<file path="src/rtl/fetch_decode_queue.sv">
// rtl/fetch_decode_queue.sv - fetch-to-decode instruction queue with JAL predecode and redirect drop window
module fetch_decode_queue #(
    parameter int DEPTH       = 4,
    parameter int DROP_CYCLES = 2
) (
    input  logic        clk,
    input  logic        rst,
    input  logic        fetch_valid,
    input  logic [63:0] fetch_instr_pc,
    output logic        busy,
    output logic        jal,
    output logic [31:0] jal_addr,
    input  logic        jalr_jcond,
    output logic        dec_valid,
    output logic [31:0] dec_instr,
    output logic [31:0] dec_pc,
    input  logic        dec_ready
);
    localparam int AW  = $clog2(DEPTH);
    localparam int CW  = AW + 1;
    localparam int DCW = $clog2(DROP_CYCLES + 1);

    localparam logic [0:0] ST_NORMAL = 1'b0;
    localparam logic [0:0] ST_DROP   = 1'b1;

    logic [63:0]    mem_q [DEPTH];
    logic [AW-1:0]  wptr_q, wptr_d;
    logic [AW-1:0]  rptr_q, rptr_d;
    logic [CW-1:0]  count_q, count_d;
    logic [0:0]     state_q, state_d;
    logic [DCW-1:0] drop_cnt_q, drop_cnt_d;
    logic           jal_q, jal_d;
    logic [31:0]    jal_addr_q, jal_addr_d;

    logic        full;
    logic        busy_int;
    logic        not_empty;
    logic        accept;
    logic        pop;
    logic        is_jal;
    logic [31:0] in_instr;
    logic [31:0] in_pc;
    logic [31:0] jal_imm;
    logic [63:0] head;

    assign in_instr  = fetch_instr_pc[63:32];
    assign in_pc     = fetch_instr_pc[31:0];
    assign full      = (count_q == CW'(DEPTH));
    assign not_empty = (count_q != '0);
    // busy looks only at the registered count, so a same-cycle pop never frees a slot
    assign busy_int  = full || (state_q == ST_DROP);
    assign accept    = fetch_valid && !busy_int && !jalr_jcond && !rst;
    assign pop       = not_empty && dec_ready && !jalr_jcond && !rst;
    assign is_jal    = (in_instr[6:0] == 7'b1101111);
    assign jal_imm   = {{11{in_instr[31]}}, in_instr[31], in_instr[19:12],
                        in_instr[20], in_instr[30:21], 1'b0};
    assign head      = mem_q[rptr_q];

    always_comb begin
        wptr_d     = wptr_q;
        rptr_d     = rptr_q;
        count_d    = count_q;
        state_d    = state_q;
        drop_cnt_d = drop_cnt_q;
        jal_d      = 1'b0;
        jal_addr_d = jal_addr_q;
        if (jalr_jcond) begin
            wptr_d     = '0;
            rptr_d     = '0;
            count_d    = '0;
            state_d    = ST_NORMAL;
            drop_cnt_d = '0;
        end else begin
            if (accept) begin
                wptr_d = wptr_q + 1'b1;
            end
            if (pop) begin
                rptr_d = rptr_q + 1'b1;
            end
            case ({accept, pop})
                2'b10:   count_d = count_q + 1'b1;
                2'b01:   count_d = count_q - 1'b1;
                default: count_d = count_q;
            endcase
            if (state_q == ST_DROP) begin
                if (drop_cnt_q <= DCW'(1)) begin
                    state_d    = ST_NORMAL;
                    drop_cnt_d = '0;
                end else begin
                    drop_cnt_d = drop_cnt_q - 1'b1;
                end
            end
            // A JAL is still enqueued; fetch is told to redirect and the stale beats behind it are dropped
            if (accept && is_jal) begin
                state_d    = ST_DROP;
                drop_cnt_d = DCW'(DROP_CYCLES);
                jal_d      = 1'b1;
                jal_addr_d = in_pc + jal_imm;
            end
        end
    end

    always_ff @(posedge clk) begin
        if (rst) begin
            wptr_q     <= '0;
            rptr_q     <= '0;
            count_q    <= '0;
            state_q    <= ST_NORMAL;
            drop_cnt_q <= '0;
            jal_q      <= 1'b0;
            jal_addr_q <= '0;
            for (int i = 0; i < DEPTH; i++) begin
                mem_q[i] <= '0;
            end
        end else begin
            wptr_q     <= wptr_d;
            rptr_q     <= rptr_d;
            count_q    <= count_d;
            state_q    <= state_d;
            drop_cnt_q <= drop_cnt_d;
            jal_q      <= jal_d;
            jal_addr_q <= jal_addr_d;
            if (accept) begin
                mem_q[wptr_q] <= fetch_instr_pc;
            end
        end
    end

    // Outputs are forced quiet while reset is held, not only after the reset edge
    assign busy      = !rst && busy_int;
    assign dec_valid = !rst && not_empty;
    assign dec_instr = rst ? 32'h0 : head[63:32];
    assign dec_pc    = rst ? 32'h0 : head[31:0];
    assign jal       = jal_q;
    assign jal_addr  = jal_addr_q;
endmodule

</file>
<file path="config.mk">
export PLATFORM = sky130hd
export DESIGN_NAME = fetch_decode_queue
export DESIGN_NICKNAME = d
export VERILOG_FILES = /design/src/rtl/fetch_decode_queue.sv
export SDC_FILE = /design/constraint.sdc
export NUM_CORES = 1
export LEC_CHECK = 0
export CAP_MARGIN = 20
export CORE_MARGIN = 4
export CORE_UTILIZATION = 40
export CTS_CLUSTER_SIZE = 12
export DETAILED_ROUTE_END_ITERATION = 10
export HOLD_SLACK_MARGIN = 0.05
export PLACE_DENSITY = 0.57
export RECOVER_POWER = 25
export SYNTH_ARGS = -nofsm -noshare
export SYNTH_HDL_FRONTEND = slang
export SYNTH_SLANG_ARGS = --single-unit
</file>
<file path="constraint.sdc">
create_clock -name clk -period 5.9 [get_ports clk]
set_input_delay 0.885 -clock clk [delete_from_list [all_inputs] [get_ports clk]]
set_output_delay 0.885 -clock clk [all_outputs]
set_load 0.05 [all_outputs]
</file>
==> impl_metrics.ini <==
[sta]
rsz0062_at_grt = false
tns_ns = 0
skew_ns = 0.0131
fin_crit_sh_pct = 80.8
setup_viol = 0
fin_crit_ns = 4.77
tightestPinTransition_ns = 3.40
fin_ws_ns = 1.13
maxSlewViolCount = 127
hold_viol_final = 0
relSlewSlack_pct = -126
fmax_ghz = 0.210

[clocking]
cts_tree = yes
clk_latency_ns = 0.50
clock_sinks = 301
cts_resized = 0
ctsHoldBuffers = 0
clkTransAtPathRegs_ns = 0.06
post_cts_buffers = 0
clk_path_buf_depth = 3
numCtsBuffers = 34
cts_root_buf = clkbuf_16
htreeDepth = 2

[logic_synthesis]
synth_ff_type = edfxtp_1
yosysTopAreaCellShare_pct = 52.4
yosysMostFrequentCell = edfxtp_1
synth_cell_types = 59
ys_top_cells_by_count = edfxtp_1, and2_1, and3_1
syn_area_sq_um = 14700
syn_inst = 1112
postSynth.asyncResetShare_pct = 0
yosys_register_bits = 301
synthesis.nets = 1214
syn_avg_cell_area_sq_um = 13.2
synth_edf_count = 256
yosysWarnings = 0
synth_largest_area_cell = edfxtp_1
synth.area.top_cells = edfxtp_1, mux4_2, and2_1
yosysSeqAreaShare_pct = 58.6

[routing]
drc = 0
wl_per_cell_microns = 21.9
wirelength_microns = 38100
vias = 9395
first_pass_iters = 5
drt_iter0_drc = 600
detail-route-antenna-nets = 0
routed_via_density = 5.40

[flow_run]
max-cap-violations = 2

[setup_path]
cp_max_fo = 68
cp.required_ns = 5.93
cp.arrival_ns = 4.80
startpoint_type = input port
crit_type = input port to flip-flop
endpoint_kind = flip-flop

[global_route]
grt_max_degree = 79
antenna_found_initial = 1
track_usage_pct = 19.3
grt_overflow = 0
grt_pass1_wl_microns = 58700
grt_pass1_vias = 9664

[placement]
dp_hpwl_microns = 22900
dp_slack_ns = 1.83
dp.cells = 1673
place.gp.congestion = 0.826
port_buffers = 167

[pwr]
power.internal_mw = 3.80
total_power_mw = 4.97
seqPwrFrac_pct = 48.5
p_comb_share_pct = 11.0
ir_drop_uv = 129
power_density_nw_per_um2 = 279
sw_frac_of_total_pct = 23.6
p_clk_share_pct = 40.5
p_sw_mw = 1.17
leakage_nw = 6.68

[run_status]
violations = capacitance limit, slew limit
outcome = complete, but fails checks

[floorplanning]
coreArea_sq_um = 35800
io_pins = 168
die_y_microns = 199
start_util_pct = 40.9
die_x_microns = 199
dieArea_sq_um = 39800
rows = 69

[layout]
final_cells = 1739
fin_util_pct = 49.7
fillers = 3161
drive_gt1_share_pct = 10.8
syn_to_final_growth_pct = 21.5
layout.nets = 1353

[hold_path]
hold_class = flip-flop to flip-flop
flip-flops by register name (all words and copies together), names as in the netlist, named ones only:
signal,cells
count_q,3
jal,1
mem_q,256
state_q,1
drop_cnt_q,2
rptr_q,2
wptr_q,2
jal_addr,32
cells by family (layout without fill, tap and decap cells):
logic type / Yosys count / count (layout) / synth area share (%)
AND/OR/NAND/NOR: 465 / 465 / 18.5
flip-flops: 301 / 301 / 58.6
AO/OA/AOI/OAI: 129 / 129 / 5.81
buffers and inverters: 91 / 256 / 2.54
multiplexers: 66 / 66 / 9.97
adder cells (fa/ha/maj): 33 / 33 / 2.92
XOR/XNOR: 27 / 27 / 1.61
other: 0 / 1 / 0
worst max-delay path, stage by stage:
cell	delay, ns
clkdlybuf4s50_1	0.45
and2_2	0.14
buf_4	0.64
a41o_1	2.61
final cells by class:
class | instances | area (sq um) | share of cell area [%]
timing repair buffer | 178 | 1790 | 10.1
clock inverter | 10 | 48.8 | 0.274
sequential | 301 | 8600 | 48.3
clock buffer | 52 | 1020 | 5.74
inverter | 16 | 60.1 | 0.337
antenna | 1 | 2.50 | 0.0140
tap | 461 | 577 | 3.24
multi-input combinational | 720 | 5710 | 32.1
final timing paths:
check / slack, ns / endpoint / startpoint / cells past startpoint
setup / recovery: 1.13 / mem_q[3][16] / fetch_valid / 4
hold / removal: 0.45 / jal_addr[12] / jal_addr[12] / 2
setup reg to reg: 1.19 / mem_q[3][16] / count_q[0] / 5
hold reg to reg: 0.45 / jal_addr[12] / jal_addr[12] / 2
layout by cell type, fill, tap and decap left out, types with 6 or more instances in the layout:
cell type / Yosys / layout
or3_1: 6 / 6
nor3_1: 10 / 10
nand3b_1: 14 / 14
dlygate4sd3_1: 0 / 35
ha_1: 31 / 31
xnor2_1: 16 / 16
nor2b_1: 66 / 66
xor2_1: 11 / 11
clkbuf_1: 59 / 12
clkbuf_16: 0 / 37
nor2_1: 25 / 25
edfxtp_1: 256 / 256
a31oi_1: 6 / 6
a21o_1: 14 / 14
a211oi_1: 8 / 8
nand3_1: 6 / 6
mux4_2: 64 / 64
o211ai_1: 6 / 6
inv_1: 13 / 15
o21ai_0: 12 / 12
dfxtp_1: 45 / 43
nand2_1: 56 / 56
and2_1: 194 / 193
o21ai_1: 7 / 7
a21oi_1: 47 / 47
clkdlybuf4s50_1: 0 / 131
and3_1: 67 / 67
buf_4: 1 / 8
per-layer routing:
layer / up-vias / track usage, % / wire length (microns)
li1: 4379 / - / -
met1: 4753 / 26.3 / 16900
met2: 232 / 33.1 / 18900
met3: 31 / 3.34 / 1890
met4: 0 / 3.32 / 403
met5: - / 0 / 0
metrics by stage:
stage | hold slack [ns] | area [sq um]
floorplan | 0.454 | 14700
global placement | 0.445 | 16700
detailed placement | 0.447 | 16700
CTS | 0.455 | 17800
global route | 0.474 | 17800
finish | 0.450 | 17800
power groups by stage:
stage,sequential [mW],clock (mW),combinational (mW)
floorplan,2.45,0,0.340
global placement,2.45,0,0.548
detailed placement,2.46,0,0.548
CTS,2.41,2.06,0.551
global route,2.42,2.14,0.593
finish,2.41,2.01,0.549
Power figures use the tool's default switching activity.
